$ cat config.mk
export PLATFORM = sky130hd
export DESIGN_NAME = imem_fetch_ctrl
export DESIGN_NICKNAME = d
export VERILOG_FILES = /design/src/rtl/imem_fetch_pkg.sv /design/src/rtl/imem_fetch_fifo.sv /design/src/rtl/imem_fetch_ctrl.sv
export SDC_FILE = /design/constraint.sdc
export NUM_CORES = 1
export LEC_CHECK = 0
export CAP_MARGIN = 5
export CORE_MARGIN = 3
export CORE_UTILIZATION = 48
export CTS_CLUSTER_DIAMETER = 200
export DETAILED_ROUTE_END_ITERATION = 8
export GPL_ROUTABILITY_DRIVEN = 0
export HOLD_SLACK_MARGIN = 0.08
export PLACE_DENSITY_LB_ADDON = 0.1
export SLEW_MARGIN = 10
export SYNTH_ARGS = -nofsm -noshare
export SYNTH_HDL_FRONTEND = slang
export SYNTH_SLANG_ARGS = --single-unit
$ cat constraint.sdc
create_clock -name clock -period 10.7 [get_ports clock]
set_input_delay 2.675 -clock clock [delete_from_list [all_inputs] [get_ports clock]]
set_output_delay 2.675 -clock clock [all_outputs]
set_load 0.01 [all_outputs]
$ cat src/rtl/imem_fetch_pkg.sv
// Shared types for the LC3 instruction-fetch sequencer and its prefetch buffer.
// Optional watchdog build switch used by the top level: FETCH_TIMEOUT_EN.
package imem_fetch_pkg;

    typedef enum logic [1:0] {
        IDLE  = 2'd0,
        FETCH = 2'd1,
        DRAIN = 2'd2
    } fetch_state_e;

    typedef struct packed {
        logic [15:0] pc;
        logic [15:0] instr;
    } ibuf_entry_t;

    localparam logic [15:0] DEFAULT_RESET_PC = 16'h3000;

endpackage

$ cat src/rtl/imem_fetch_fifo.sv
// DEPTH-entry prefetch FIFO of {pc, instr} entries with synchronous flush.
// Head entry is presented straight from storage; pop on an empty FIFO is ignored.
module imem_fetch_fifo
    import imem_fetch_pkg::*;
#(
    parameter int DEPTH = 2,
    localparam int PW = $clog2(DEPTH),
    localparam int CW = PW + 1
) (
    input  logic          clock,
    input  logic          reset,
    input  logic          push,
    input  ibuf_entry_t   push_data,
    input  logic          pop,
    input  logic          flush,
    output ibuf_entry_t   head,
    output logic [CW-1:0] count,
    output logic          full,
    output logic          empty
);

    ibuf_entry_t   mem [DEPTH];
    logic [PW-1:0] wr_ptr;
    logic [PW-1:0] rd_ptr;
    logic          do_pop;

    assign do_pop = pop && !empty;

    // Flush wins over any same-cycle push or pop.
    always_ff @(posedge clock or posedge reset) begin
        if (reset) begin
            for (int i = 0; i < DEPTH; i++) mem[i] <= '0;
            wr_ptr <= '0;
            rd_ptr <= '0;
            count  <= '0;
        end else if (flush) begin
            wr_ptr <= '0;
            rd_ptr <= '0;
            count  <= '0;
        end else begin
            if (push) begin
                mem[wr_ptr] <= push_data;
                wr_ptr      <= wr_ptr + PW'(1);
            end
            if (do_pop) rd_ptr <= rd_ptr + PW'(1);
            if (push && !do_pop)      count <= count + CW'(1);
            else if (!push && do_pop) count <= count - CW'(1);
        end
    end

    assign head  = mem[rd_ptr];
    assign empty = (count == '0);
    assign full  = (count == CW'(DEPTH));

endmodule

$ cat src/rtl/imem_fetch_ctrl.sv
// LC3 instruction-fetch sequencer: drives pc/instrmem_rd, fills the prefetch buffer.
// Define FETCH_TIMEOUT_EN to add the fetch watchdog and its sticky fetch_timeout port.
module imem_fetch_ctrl
    import imem_fetch_pkg::*;
#(
    parameter int          DEPTH          = 2,
    parameter logic [15:0] RESET_PC       = DEFAULT_RESET_PC,
    parameter int          TIMEOUT_CYCLES = 64
) (
    input  logic         clock,
    input  logic         reset,
    input  logic         enable,
    input  logic         redirect_valid,
    input  logic [15:0]  redirect_pc,
    output logic [15:0]  pc,
    output logic         instrmem_rd,
    input  logic [15:0]  instr_dout,
    input  logic         complete_instr,
    output logic         ibuf_valid,
    output logic [15:0]  ibuf_instr,
    output logic [15:0]  ibuf_pc,
    input  logic         ibuf_ready,
    output logic         busy,
`ifdef FETCH_TIMEOUT_EN
    output logic         fetch_timeout,
`endif
    output fetch_state_e fsm_state
);

    localparam int CW = $clog2(DEPTH) + 1;

    if (DEPTH < 2 || DEPTH > 8 || (DEPTH & (DEPTH - 1)) != 0 || TIMEOUT_CYCLES < 1) begin : g_param_check
        $error("imem_fetch_ctrl: DEPTH must be a power of two in 2..8, TIMEOUT_CYCLES >= 1");
    end

    fetch_state_e  state;
    logic [15:0]   redirect_hold;
    logic [CW-1:0] count;
    logic          full;
    logic          empty;
    ibuf_entry_t   head;
    logic          pop;
    logic          push;
    logic [CW:0]   occ_after_pop;
    logic          space_now;
    logic          space_after_push;
    logic          timeout_hit;

    // Handshakes: an ibuf entry transfers on a cycle with ibuf_valid && ibuf_ready;
    // an imem request holds instrmem_rd and pc steady until the one-cycle complete_instr.
    assign pop              = !empty && ibuf_ready;
    assign push             = (state == FETCH) && complete_instr && !redirect_valid;
    assign occ_after_pop    = {1'b0, count} - {{CW{1'b0}}, pop};
    assign space_now        = occ_after_pop < (CW+1)'(DEPTH);
    assign space_after_push = (occ_after_pop + (CW+1)'(1)) < (CW+1)'(DEPTH);

    imem_fetch_fifo #(.DEPTH(DEPTH)) u_fifo (
        .clock     (clock),
        .reset     (reset),
        .push      (push),
        .push_data ('{pc: pc, instr: instr_dout}),
        .pop       (pop),
        .flush     (redirect_valid),
        .head      (head),
        .count     (count),
        .full      (full),
        .empty     (empty)
    );

`ifdef FETCH_TIMEOUT_EN
    localparam int TW = $clog2(TIMEOUT_CYCLES + 1);
    logic [TW-1:0] wd_cnt;

    assign timeout_hit = busy && !complete_instr && (wd_cnt == TW'(TIMEOUT_CYCLES - 1));

    always_ff @(posedge clock or posedge reset) begin
        if (reset) begin
            wd_cnt        <= '0;
            fetch_timeout <= 1'b0;
        end else begin
            if (timeout_hit) fetch_timeout <= 1'b1;
            if (!busy || complete_instr || timeout_hit) wd_cnt <= '0;
            else                                        wd_cnt <= wd_cnt + TW'(1);
        end
    end
`else
    assign timeout_hit = 1'b0;
`endif

    always_ff @(posedge clock or posedge reset) begin
        if (reset) begin
            state         <= IDLE;
            pc            <= RESET_PC;
            redirect_hold <= '0;
            instrmem_rd   <= 1'b0;
            busy          <= 1'b0;
        end else begin
            unique case (state)
                IDLE: begin
                    if (redirect_valid) begin
                        pc <= redirect_pc;
                    end else if (enable && space_now) begin
                        state       <= FETCH;
                        instrmem_rd <= 1'b1;
                        busy        <= 1'b1;
                    end
                end
                FETCH: begin
                    if (complete_instr) begin
                        if (redirect_valid) begin
                            pc          <= redirect_pc;
                            state       <= IDLE;
                            instrmem_rd <= 1'b0;
                            busy        <= 1'b0;
                        end else begin
                            pc <= pc + 16'd1;
                            if (!(enable && space_after_push)) begin
                                state       <= IDLE;
                                instrmem_rd <= 1'b0;
                                busy        <= 1'b0;
                            end
                        end
                    end else if (timeout_hit) begin
                        if (redirect_valid) pc <= redirect_pc;
                        state       <= IDLE;
                        instrmem_rd <= 1'b0;
                        busy        <= 1'b0;
                    end else if (redirect_valid) begin
                        state         <= DRAIN;
                        redirect_hold <= redirect_pc;
                    end
                end
                DRAIN: begin
                    // The in-flight response is dropped; only the newest redirect target survives.
                    if (complete_instr || timeout_hit) begin
                        pc          <= redirect_valid ? redirect_pc : redirect_hold;
                        state       <= IDLE;
                        instrmem_rd <= 1'b0;
                        busy        <= 1'b0;
                    end else if (redirect_valid) begin
                        redirect_hold <= redirect_pc;
                    end
                end
                default: begin
                    state       <= IDLE;
                    instrmem_rd <= 1'b0;
                    busy        <= 1'b0;
                end
            endcase
        end
    end

    assign ibuf_valid = !empty;
    assign ibuf_instr = head.instr;
    assign ibuf_pc    = head.pc;
    assign fsm_state  = state;

    a_no_push_when_full: assert property (@(posedge clock) disable iff (reset)
        (complete_instr && state == FETCH) |-> (!full || pop));
`ifndef FETCH_TIMEOUT_EN
    a_complete_needs_request: assert property (@(posedge clock) disable iff (reset)
        complete_instr |-> instrmem_rd);
`endif

endmodule

==> summary.txt <==
Cells and area
  – Sequential cell area: 2580 um^2
  – Final Instance Area: 6460 um^2
  – P&R area growth vs syn: 21.2%
  – Layout cells sized above 1: 20.5%
  – # nets final: 573
  – Antenna diode count: 0
  – Area of the multi-input gates: 2530 um^2
  – Fill count: 893

Clock tree
  – Post-CTS setup buffer count: 0
  – CTS resizes: 0
  – CTS sink cnt: 103
  – Worst-skew pair later-pin latency: 370 ps
  – CTS H-Tree Depth: 3
  – CTS tree: done
  – Root Driver: clkbuf_8
  – CTS clock-pin slew for the worst setup and hold paths: 110 ps
  – Clock Tree Buf Depth: 2
  – Num CTS Buffers: 9
  – Hold_buf cts: 0

Worst setup path
  – RR Startpoint: u_fifo.count[0]$_DFFE_PP0P_
  – CP max FO: 20
  – Worst EP arrival: 2430 ps
  – Critical Path Slowest Stage Cell: dfrtp_1
  – Critical Path Max Stage Delay: 750 ps
  – Setup crit end kind: output pin
  – CP Launch Type: flop
  – Worst r2r dst: fsm_state[0]$_DFFE_PP0P_
  – Crit path cell chain: buf_4 -> mux2_2 -> clkdlybuf4s50_1
  – WP data required: 8030 ps
  – Critical path type: flop to output pin
  – Flop-to-flop setup slack: 7960 ps
  – R2R cell count: 11
  – CP top delay family: buffers and inverters
  – Buffers and inverters on the worst path: 2

Synth
  – Synth unique cells: 61
  – Yosys reg bits: 103
  – Synth area leaders: dfrtp_1, mux2_2, mux2_1, ha_1, o21ai_0
  – Post-synth top flop: dfrtp_1
  – Total of warnings raised by yosys: 0
  – Post-synth top area cell: dfrtp_1
  – Synthesized area: 5330 um^2
  – Seq/Total Area, Yosys: 48.4%
  – Top cell type's share of synthesized area: 47.4%
  – Syn nets: 500
  – Cells after Synth: 454
  – Avg Cell Area, Syn: 11.7 um^2
  – EDFF count, synth: 0
  – Async SR Flop Fraction: 100%

Route
  – Via density per instance: 5.79
  – WL final: 12,100 um
  – Final ANT Viol Nets: 0
  – Via count: 3,868
  – First DRT Iteration DRCs: 292
  – DRC: 0
  – DRT Pass-1 Iters: 5
  – Wire per inst: 18.1 um

Flow run
  – Maxcap violations: 0

Status
  – Status: finished, final reports clean

STA
  – Fmax: 0.196 GHz
  – Final setup TNS: 0 ps
  – Fin crit share: 47.7%
  – Actual slew at the worst max-slew pin: 963 ps
  – Clock skew: 14.6 ps
  – RSZ-0062 raised after global routing: false
  – Crit path time final: 5110 ps
  – Slew Viols, Final: 0
  – Final hold vios: 0
  – Final setup viols: 0
  – Max-slew headroom: 35.6%

Power and ir drop
  – Pwr/cell area: 301 nW/um^2
  – Comb power frac: 49.9%
  – Leakage: 2.74 nW
  – Final Power: 1.95 mW
  – Flop pwr share: 37.7%
  – Worst vdd ir: 0.120 mV
  – Switching part of the total: 38.5%
  – Net load switching power: 749 uW
  – Clk pwr share: 12.3%
  – Cell-internal power: 1.20 mW

Global route
  – Largest net degree at the start of global routing: 76
  – Vias in the first global route: 3,847
  – GRT Residual Overflow: 0
  – Initial antenna violation count: 0
  – Gr usage total: 19.7%
  – First-pass GRT wire length: 20,100 um

Floorplan
  – IO Count: 91
  – Die width: 111 um
  – Row Count: 37
  – Initial Util: 50.5%
  – Die height: 111 um
  – Core area: 10,600 um^2
  – Die ar.: 12,400 um^2

Worst hold path
  – Hold Crit Start: u_fifo.mem[30]$_DFFE_PP0P_
  – HP Class: flop to flop
  – Worst hold path depth: 2
  – Worst Hold End: u_fifo.mem[30]$_DFFE_PP0P_

Place
  – # port buffers: 90
  – Cell Area, Placed: 6270 um^2
  – DP HPWL: 8440 um
stage by stage:
step / worst slack (ps) / util [%] / hold WS, ps / instances
2_1_floorplan: 5320 / - / 444 / 454
3_3_place_gp: 5620 / 59.4 / 457 / 652
3_5_place_dp: 5580 / 59.4 / 465 / 652
4_1_cts: 5540 / 61.2 / 490 / 668
5_1_grt: 5440 / 61.2 / 510 / 668
6_report: 5590 / 61.2 / 485 / 668
cell usage in the layout (no fill, tap or decap), types with 3 or more instances in the layout:
cell / netlist / layout
and3_1: 5 / 5
ha_1: 8 / 8
inv_8: 0 / 3
inv_1: 18 / 17
clkbuf_8: 0 / 9
o31a_1: 3 / 3
mux2i_1: 3 / 3
nand3b_1: 5 / 5
o21ai_0: 18 / 18
xnor2_1: 6 / 6
nand3_1: 7 / 7
clkdlybuf4s50_1: 0 / 90
nor2b_1: 3 / 3
buf_4: 6 / 3
a31oi_1: 5 / 5
nand2b_1: 5 / 5
a221oi_1: 4 / 4
nor4_1: 3 / 3
nor2_1: 23 / 23
dfrtp_1: 101 / 101
o31ai_1: 3 / 3
nor3_1: 9 / 9
mux2_1: 34 / 34
nand4_1: 7 / 7
a21boi_0: 3 / 3
mux2_2: 78 / 78
a32o_1: 3 / 3
nand2_1: 15 / 15
a21oi_1: 7 / 7
or2_2: 3 / 3
worst max path at each step:
stage | start | end | slack, ps | cells after the start
after floorplan | reset | busy$_DFFE_PP0P_ | 5320 | 1
after global placement | redirect_valid | u_fifo.mem[14]$_DFFE_PP0P_ | 5620 | 5
after detailed placement | ibuf_ready | fsm_state[0]$_DFFE_PP0P_ | 5580 | 11
after CTS | u_fifo.rd_ptr$_DFFE_PP0P_ | ibuf_pc[14] | 5540 | 3
after global routing | u_fifo.rd_ptr$_DFFE_PP0P_ | ibuf_pc[7] | 5440 | 3
final | u_fifo.rd_ptr$_DFFE_PP0P_ | ibuf_pc[14] | 5590 | 3
cell usage after synthesis (2+ instances only):
cell type	n
dfrtp_1	101
mux2_2	78
mux2_1	34
nor2_1	23
inv_1	18
o21ai_0	18
nand2_1	15
buf_2	14
nor3_1	9
clkbuf_1	8
ha_1	8
a21oi_1	7
nand3_1	7
nand4_1	7
buf_4	6
xnor2_1	6
a31oi_1	5
and3_1	5
nand2b_1	5
nand3b_1	5
a221oi_1	4
a21boi_0	3
a32o_1	3
mux2i_1	3
nor2b_1	3
nor4_1	3
o31a_1	3
o31ai_1	3
or2_2	3
a211oi_1	2
a22o_1	2
a32oi_1	2
a41oi_1	2
and4_1	2
clkbuf_2	2
dfstp_2	2
nand3_2	2
o211ai_1	2
o221ai_1	2
o22ai_1	2
o2bb2ai_1	2
o32a_1	2
o32ai_1	2
xor2_1	2
kinds of logic (layout without fill, tap and decap cells):
family                     count (synthesis)  after routing  synth area share [%]
and+or+nand+nor                           95             95                  9.60
muxes                                    115            115                  24.2
AOI/OAI and AO/OA                         76             76                  10.4
xor gates and xnor gates                   8              8                  1.31
DFF                                      103            103                  48.4
adders and majority gates                  8              8                  1.88
buffers and inverters                     49            127                  4.25
state kept, by name (all words and copies together) (netlist names):
register and flops:
u_fifo.mem 64, pc 16, redirect_hold 16, fsm_state 2, u_fifo.count 2, busy 1, u_fifo.rd_ptr 1, u_fifo.wr_ptr 1
power groups by stage:
stage | clock network (mW) | logic (mW) | registers [mW]
detailed placement | 0 | 0.970 | 0.743
CTS | 0.247 | 0.975 | 0.734
global placement | 0 | 0.952 | 0.729
floorplan | 0 | 0.639 | 0.690
finish | 0.239 | 0.972 | 0.734
global route | 0.259 | 1.06 | 0.764
layer usage:
layer	global-route usage (%)	vias up	wire, um
li1	-	1808	-
met1	27.8	1921	5510
met2	31.6	123	5830
met3	2.83	16	598
met4	6.08	0	172
met5	0	-	0
cell type report:
type,count,share of cell area (%)
flip-flops and latches,103,39.9
inverters,18,1.08
repair buffers,93,14.3
clock inverters,6,0.929
clock buffers,10,1.97
well taps,136,2.63
multi-input cells,302,39.2
worst reg2reg max path, stage by stage (launching register included):
cell and delay, ps:
dfrtp_1 430, or2_2 320, nand2_1 140, inv_1 60
ha_1 180, ha_1 290, inv_1 40, ha_1 200
xnor2_1 130, a32oi_1 390, o221ai_1 220, a32o_1 250
Note: power is estimated with default switching activity, not from simulation.
